[src/rtl/alu_seq_pkg.sv]
// Shared opcode constants, FSM state encoding and helpers for the ALU sequencer.
package alu_seq_pkg;

  localparam logic [3:0] OP_NOP   = 4'd0;
  localparam logic [3:0] OP_ADD   = 4'd1;
  localparam logic [3:0] OP_ADD1  = 4'd2;
  localparam logic [3:0] OP_SUB   = 4'd3;
  localparam logic [3:0] OP_SUB1  = 4'd4;
  localparam logic [3:0] OP_MUL   = 4'd5;
  localparam logic [3:0] OP_ROOF  = 4'd6;
  localparam logic [3:0] OP_FLOOR = 4'd7;
  localparam logic [3:0] OP_MOD   = 4'd8;

  // Wide enough for the WAIT down-counter at ALU_LAT=8.
  localparam int CNT_W = 3;

  typedef enum logic [2:0] {
    ST_IDLE    = 3'd0,
    ST_ISSUE   = 3'd1,
    ST_WAIT    = 3'd2,
    ST_CAPTURE = 3'd3,
    ST_DONE    = 3'd4
  } seq_state_e;

  function automatic logic op_is_div(input logic [3:0] op);
    return (op == OP_ROOF) || (op == OP_FLOOR) || (op == OP_MOD);
  endfunction

endpackage

[src/rtl/alu_seq_opchk.sv]
// Combinational opcode classifier: illegal opcodes, and divide-by-zero when
// ALU_SEQ_DIVZERO_CHECK_EN is defined, both route the command to the error path.
module alu_seq_opchk
  import alu_seq_pkg::*;
#(
  parameter int WIDTH = 16
) (
  input  logic [3:0]       op,
`ifdef ALU_SEQ_DIVZERO_CHECK_EN
  input  logic [WIDTH-1:0] b,
`endif
  output logic             err
);

  logic legal;

  assign legal = (op >= OP_ADD) && (op <= OP_MOD);

`ifdef ALU_SEQ_DIVZERO_CHECK_EN
  assign err = !legal || (op_is_div(op) && (b == '0));
`else
  assign err = !legal;
`endif

endmodule

[src/rtl/alu_sequencer.sv]
// Single-command sequencer driving a fixed-latency ALU and returning its result
// over a valid/ready handshake. Optional div-zero trap: ALU_SEQ_DIVZERO_CHECK_EN.
module alu_sequencer
  import alu_seq_pkg::*;
#(
  parameter int WIDTH   = 16,
  parameter int ALU_LAT = 1   // legal 1..8
) (
  input  logic             Clock,
  input  logic             Reset_n,
  input  logic             Cmd_valid,
  output logic             Cmd_ready,
  input  logic [3:0]       Cmd_op,
  input  logic [WIDTH-1:0] Cmd_a,
  input  logic [WIDTH-1:0] Cmd_b,
  output logic [WIDTH-1:0] In_1,
  output logic [WIDTH-1:0] In_2,
  output logic [3:0]       ALUOp,
  input  logic [WIDTH-1:0] ALUOut,
  input  logic             Z,
  input  logic             Y,
  output logic             Res_valid,
  input  logic             Res_ready,
  output logic [WIDTH-1:0] Res_data,
  output logic             Res_z,
  output logic             Res_y,
  output logic             Res_err
);

  // WAIT lasts ALU_LAT-1 cycles; the counter exits on zero, so load one less.
  localparam logic [CNT_W-1:0] WAIT_LOAD = (ALU_LAT > 1) ? CNT_W'(ALU_LAT - 2) : '0;

  seq_state_e       state;
  logic [CNT_W-1:0] wait_cnt;
  logic [3:0]       op_q;
  logic             cmd_err;
  logic             accept;

  alu_seq_opchk #(.WIDTH(WIDTH)) u_opchk (
    .op  (Cmd_op),
`ifdef ALU_SEQ_DIVZERO_CHECK_EN
    .b   (Cmd_b),
`endif
    .err (cmd_err)
  );

  assign Cmd_ready = (state == ST_IDLE);
  assign accept    = Cmd_valid && Cmd_ready;

  always_ff @(posedge Clock or negedge Reset_n) begin
    if (!Reset_n) begin
      state    <= ST_IDLE;
      wait_cnt <= '0;
      op_q     <= OP_NOP;
      ALUOp    <= OP_NOP;
      In_1     <= '0;
      In_2     <= '0;
    end else begin
      case (state)
        ST_IDLE: begin
          if (accept) begin
            In_1 <= Cmd_a;
            In_2 <= Cmd_b;
            op_q <= Cmd_op;
            if (cmd_err) begin
              state <= ST_DONE;
            end else begin
              ALUOp <= Cmd_op;
              state <= ST_ISSUE;
            end
          end
        end
        ST_ISSUE: begin
          ALUOp <= OP_NOP;
          if (ALU_LAT > 1) begin
            wait_cnt <= WAIT_LOAD;
            state    <= ST_WAIT;
          end else begin
            state <= ST_CAPTURE;
          end
        end
        ST_WAIT: begin
          if (wait_cnt == '0) state <= ST_CAPTURE;
          else                wait_cnt <= wait_cnt - 1'b1;
        end
        ST_CAPTURE: state <= ST_DONE;
        ST_DONE: begin
          if (Res_ready) state <= ST_IDLE;
        end
        default: state <= ST_IDLE;
      endcase
    end
  end

  // Result payload; ALU outputs are only looked at in CAPTURE.
  always_ff @(posedge Clock or negedge Reset_n) begin
    if (!Reset_n) begin
      Res_valid <= 1'b0;
      Res_data  <= '0;
      Res_z     <= 1'b0;
      Res_y     <= 1'b0;
      Res_err   <= 1'b0;
    end else begin
      if (state == ST_IDLE && accept && cmd_err) begin
        Res_valid <= 1'b1;
        Res_err   <= 1'b1;
        Res_data  <= '0;
        Res_z     <= 1'b0;
        Res_y     <= 1'b0;
      end else if (state == ST_CAPTURE) begin
        Res_valid <= 1'b1;
        Res_err   <= 1'b0;
        // The ALU leaves ALUOut stale on a SUB borrow, so report zero.
        Res_data  <= (op_q == OP_SUB && Y) ? '0 : ALUOut;
        Res_z     <= Z;
        Res_y     <= Y;
      end else if (state == ST_DONE && Res_ready) begin
        Res_valid <= 1'b0;
      end
    end
  end

endmodule
[config.mk]
export PLATFORM = sky130hd
export DESIGN_NAME = alu_sequencer
export DESIGN_NICKNAME = d
export VERILOG_FILES = /design/src/rtl/alu_seq_pkg.sv /design/src/rtl/alu_seq_opchk.sv /design/src/rtl/alu_sequencer.sv
export SDC_FILE = /design/constraint.sdc
export NUM_CORES = 1
export LEC_CHECK = 0
export ABC_AREA = 1
export CAP_MARGIN = 20
export CORE_MARGIN = 5
export CORE_UTILIZATION = 32
export CTS_CLUSTER_DIAMETER = 150
export DETAILED_ROUTE_END_ITERATION = 12
export MAX_ROUTING_LAYER = met4
export PLACE_DENSITY = 0.64
export SYNTH_ARGS = -nofsm -noshare
export SYNTH_HDL_FRONTEND = slang
export SYNTH_SLANG_ARGS = --single-unit
[constraint.sdc]
create_clock -name Clock -period 2.51 [get_ports Clock]
set_input_delay 0.753 -clock Clock [delete_from_list [all_inputs] [get_ports Clock]]
set_output_delay 0.753 -clock Clock [all_outputs]
set_load 0.01 [all_outputs]
==> summary.txt <==
die width -> 104 µm
Max Cap Viol -> 0
Tmin final -> 2.39 ns
final hold vios -> 0
Starting Density -> 32.6%
Hold Path Class -> in -> async
filler instances -> 815
core footprint -> 8640 µm²
Setup-failing EPs final -> 0
Distinct cells, synth -> 19
largest net degree at the start of global routing -> 33
synthesized area -> 2820 µm²
startpoint types -> flop
antenna violations before repair -> 0
Placement Cell Area -> 4080 µm²
DRT iter0 DRCs -> 91
Psw -> 0.00168 W
PwrDens -> 1120 nW/µm²
Worst path slowest cell -> clkdlybuf4s50_1
Worst Path Required -> 1.76 ns
H-Tree Depth -> 3
Sink Count -> 66
power share of the combinational group -> 42.9%
final WL -> 7.18 mm
Remaining DRCs -> 0
slowest stage delay, CP -> 0.57 ns
clock share of power -> 20.6%
WP data arrival -> 1.63 ns
clk_lat worst skew -> 0.33 ns
worst relative slew slack -> 71.4%
worst-case clock buffer depth -> 2
final instance area -> 4300 µm²
Net count, final -> 521
Switching Share -> 34.8%
total track usage -> 14.3%
RSZ-0062 raised after global routing -> no
# port buffers -> 114
Worst-Margin Slew -> 0.429 ns
# diodes -> 0
Area Growth Syn to Fin -> 52.6%
routability cong. -> 0.740
worst-path fanout max -> 5
Crit. End Element -> primary output
fin crit share -> 95.1%
via count -> 2446
Crit Path Class -> reg -> out
Mapped Cells -> 342
worst vdd ir -> 0.000542 V
# rows -> 34
Syn Area/Cell -> 8.24 µm²
Final Max Slew Viols -> 0
Die H -> 104 µm
Peak Freq -> 419 MHz
worst slack at placement -> 0.333 ns
Routed Antenna Nets -> 0
1st-pass router iterations -> 6
first-pass GRT wire length -> 12.4 mm
warnings from Yosys -> 0
P_leak -> 2.23 nW
Post-CTS Setup Repair Bufs -> 0
register share of total power -> 36.5%
top cell family by delay on the critical path -> buffers and inverters
clk slew on worst S/H paths -> 0.07 ns
I/O pins -> 115
Design Power -> 0.00481 W
CTS buffer count -> 9
die footprint -> 10800 µm²
final worst slack -> 0.122 ns
post_cts resized -> 0
post-route clock skew -> 0.00938 ns
Buffers & Inverters on Critical Path -> 2
TritonCTS clock tree -> yes
P_int -> 0.00314 W
Syn Nets -> 402
per-cell routed wire length -> 12.5 µm
Overflow after GRT -> 0
TNS Setup -> 0 ns
via-per-instance ratio -> 4.26
CP Cell Sequence -> inv_2 -> nand2_2 -> nor2_4 -> clkdlybuf4s50_1
layout cells sized above 1 -> 6.65%
vias in the first global route -> 2580
Final Util -> 49.8%
post-synthesis sequential area ratio -> 58.6%
cts hold-fix bufs -> 0
outcome -> complete, no violations
root buf cell -> clkbuf_8
dpl hpwl -> 5.28 mm
FF+latch count, synth -> 66
area by class of cell:
class	count	area, µm²	area share (%)
flip-flops and latches	66	1650	38.4
repair buffers	120	1190	27.7
multi-input cells	228	961	22.3
clock buffers	10	138	3.20
inverters	36	135	3.14
well taps	108	135	3.14
clock inverters	6	88.8	2.06
metal layers:
layer,wire length (µm),global-route usage (%)
met5,0,-
met4,95,5.27
met2,2910,19.9
met1,3510,19.1
met3,656,5.40
power groups by stage:
stage | sequential [W] | clock (W) | combinational (W)
after CTS | 0.00176 | 0.00103 | 0.00210
after floorplan | 0.00191 | 0 | 0.000847
after global placement | 0.00176 | 0 | 0.00208
after detailed placement | 0.00176 | 0 | 0.00210
final | 0.00176 | 0.000994 | 0.00206
after global routing | 0.00182 | 0.00108 | 0.00231
state kept, by name, indices dropped and copies added, names as in the netlist, 3 cells and up:
| register | cells |
|---|---|
| ALUOp | 4 |
| In_1 | 16 |
| In_2 | 16 |
| Res_data | 16 |
| op_q | 4 |
| state | 3 |
| wait_cnt | 3 |
cells in the mapped netlist:
library cell	count	area, µm²
nand3b_1	1	7.51
xor2_1	1	8.76
ha_1	2	25.0
a21oi_1	3	15.0
buf_6	1	11.3
clkbuf_1	4	15.0
dfrtp_1	66	1650
nand3_1	28	140
nor2_1	7	26.3
nand4_1	2	12.5
nand2_1	172	646
nor2_4	2	22.5
buf_2	3	15.0
o21ai_0	8	40.0
inv_2	4	15.0
inv_1	32	120
buf_4	4	30.0
nand2_4	1	11.3
nand2_2	1	6.26
path summary, 6_finish.rpt:
path | end | cells past startpoint | startpoint | slack, ns
min in group Clock | ALUOp[1]$_DFFE_PN0P_ | 2 | ALUOp[1]$_DFFE_PN0P_ | 0.47
max in group asynchronous | In_1[11]$_DFFE_PN0P_ | 2 | Reset_n | 1.42
worst min-delay path | In_2[9]$_DFFE_PN0P_ | 1 | Reset_n | 0.35
worst max-delay path | Cmd_ready | 4 | state[1]$_DFFE_PN0P_ | 0.12
worst max register to register | In_2[8]$_DFFE_PN0P_ | 8 | state[1]$_DFFE_PN0P_ | 0.92
worst min register to register | ALUOp[1]$_DFFE_PN0P_ | 2 | ALUOp[1]$_DFFE_PN0P_ | 0.47
stage by stage:
stage,std cells,hold slack [ns]
2_1_floorplan,342,0.453
3_3_place_gp,558,0.459
3_5_place_dp,558,0.464
4_1_cts,574,0.342
5_1_grt,574,0.360
6_report,574,0.350
cells in the final DEF, fill, tap and decap left out:
master	instances
nand3_1	28
inv_6	1
clkinv_2	1
nand2_1	172
nand2_2	1
xor2_1	1
clkinvlp_4	2
clkbuf_8	10
ha_1	2
nand3b_1	1
nor2_4	2
nand4_1	2
clkdlybuf4s50_1	113
bufinv_16	2
inv_1	32
dfrtp_1	66
inv_2	4
a21oi_1	3
buf_2	1
o21ai_0	8
nand2_4	1
buf_12	1
buf_4	5
nor2_1	7
cells by family after synthesis:
logic type      Yosys count  synth area share, %
flops                    66                 58.6
simple gates            214                 30.9
compound gates           11                 1.95
xor+xnor                  1                0.311
fa+ha+maj                 2                0.888
buf+inv                  48                 7.32
No activity file was read; power rests on OpenSTA's default activity.
==> edit (same flow settings) <==
Add a define of `ALU_SEQ_DIVZERO_CHECK_EN`.
--- a/src/rtl/alu_seq_opchk.sv
+++ b/src/rtl/alu_seq_opchk.sv
@@ -2,2 +2,4 @@
 // ALU_SEQ_DIVZERO_CHECK_EN is defined, both route the command to the error path.
+`define ALU_SEQ_DIVZERO_CHECK_EN
+
 module alu_seq_opchk
Behaviour: not the same (Yosys sat finds a counterexample within 4 cycles, from zero or initial values and one cycle with Reset_n low).
==> edit against the original RTL <==
- via count increased by 3.1%
- area after synthesis increased by 0.93%
- setup slack got worse by 0.052 ns
- largest power group unchanged
- wire length increased by 5.6%
- sequential cell count unchanged
- critical endpoint unchanged
- total power decreased by 2.2%
- design area decreased by 0.61%
- cell count decreased by 4.0%
==> edit: results (changes against the original RTL) <==
GRT
  • GRT met3 Usage: 0.0459 (-0.00807)
  • Met2 Usage GRT: 0.220 (+0.0218)
  • Largest net degree at the start of global routing: 67 (+100%)
  • Global routing met1 resource utilization: 0.192 (+0.000825)
  • First-pass GRT wire length: 13.0 mm (+4.5%)

Place
  • Post-place instance area: 4100 µm² (+0.49%)
  • Pre-CTS setup slack: 0.265 ns (-0.0686 ns)
  • Gpl congestion: 0.750 (+1.3%)
  • Dpl hpwl: 5.56 mm (+5.2%)

Worst setup path
  • Crit-path max FO: 4 (-1)

Synthesis
  • Synth cell count leaders: nand2_1 (139), dfrtp_1 (66), nand3_1 (32)
  • Synth Area in Compound Gates: 0.0215 (+0.00202)
  • Area contributors post-synth: dfrtp_1 (58%), nand2_1 (18%), nand3_1 (5.6%)
  • Post-Synthesis Net Count: 381 (-5.2%)
  • Post-Synth XOR/XNOR Area: 0.00616 (+0.00305)
  • Post-Synth Adder-Cell Area: 0.00880 (-0.0000820)

Route
  • Routed met3 length: 573 µm (-13%)
  • 1st-iter DRT viols: 113 (+24%)
  • First drt pass iteration count: 4 (-2)
  • Met2 WL: 3.28 mm (+13%)

Layout
  • NonClk Buf Share: 0.282 (+0.00463)
  • Layout clock buffers: 13 (+3)
  • Layout cell share with drive strength beyond 1: 0.0948 (+0.0283)
  • #MultiIn Comb: 223 (-2.2%)
  • Non-Clock Inverter Count: 18 (-50%)
  • Nets: 498 (-4.4%)

Power
  • Cell Int Power: 3.04 mW (-3.1%)
  • Lkg Pwr: 2.06 nW (-7.6%)

Status
  • Outcome: finished, final reports clean

Floorplan
  • Die area: 10900 µm² (+0.85%)

STA
  • Clk_skew: 0.00737 ns (-0.00201 ns)
## edit: power groups by stage
stage,registers [mW],clock network (mW),logic [mW]
2_1_floorplan,1.95,0,0.827
3_3_place_gp,1.78,0,2.09
3_5_place_dp,1.79,0,2.13
4_1_cts,1.78,0.869,2.14
5_1_grt,1.84,0.916,2.32
6_report,1.78,0.834,2.09
## edit: path summary, 6_finish.rpt
| path | startpoint | depth (start not counted) | slack, ns | end |
|---|---|---|---|---|
| worst max-delay path | state[2] | 4 | 0.07 | Cmd_ready |
| worst min register to register | In_1[5] | 2 | 0.48 | In_1[5] |
| min in group Clock | In_1[5] | 2 | 0.48 | In_1[5] |
| worst max register to register | state[2] | 8 | 1.00 | In_2[7] |
| worst min-delay path | Reset_n | 2 | 0.42 | Res_z |
| max in group asynchronous | Reset_n | 2 | 1.79 | In_2[1] |
## edit: through the flow
step,util,cells
finish,0.493,551
CTS,0.493,551
global route,0.493,551
floorplan,-,321
detailed placement,0.472,535
global placement,0.472,535
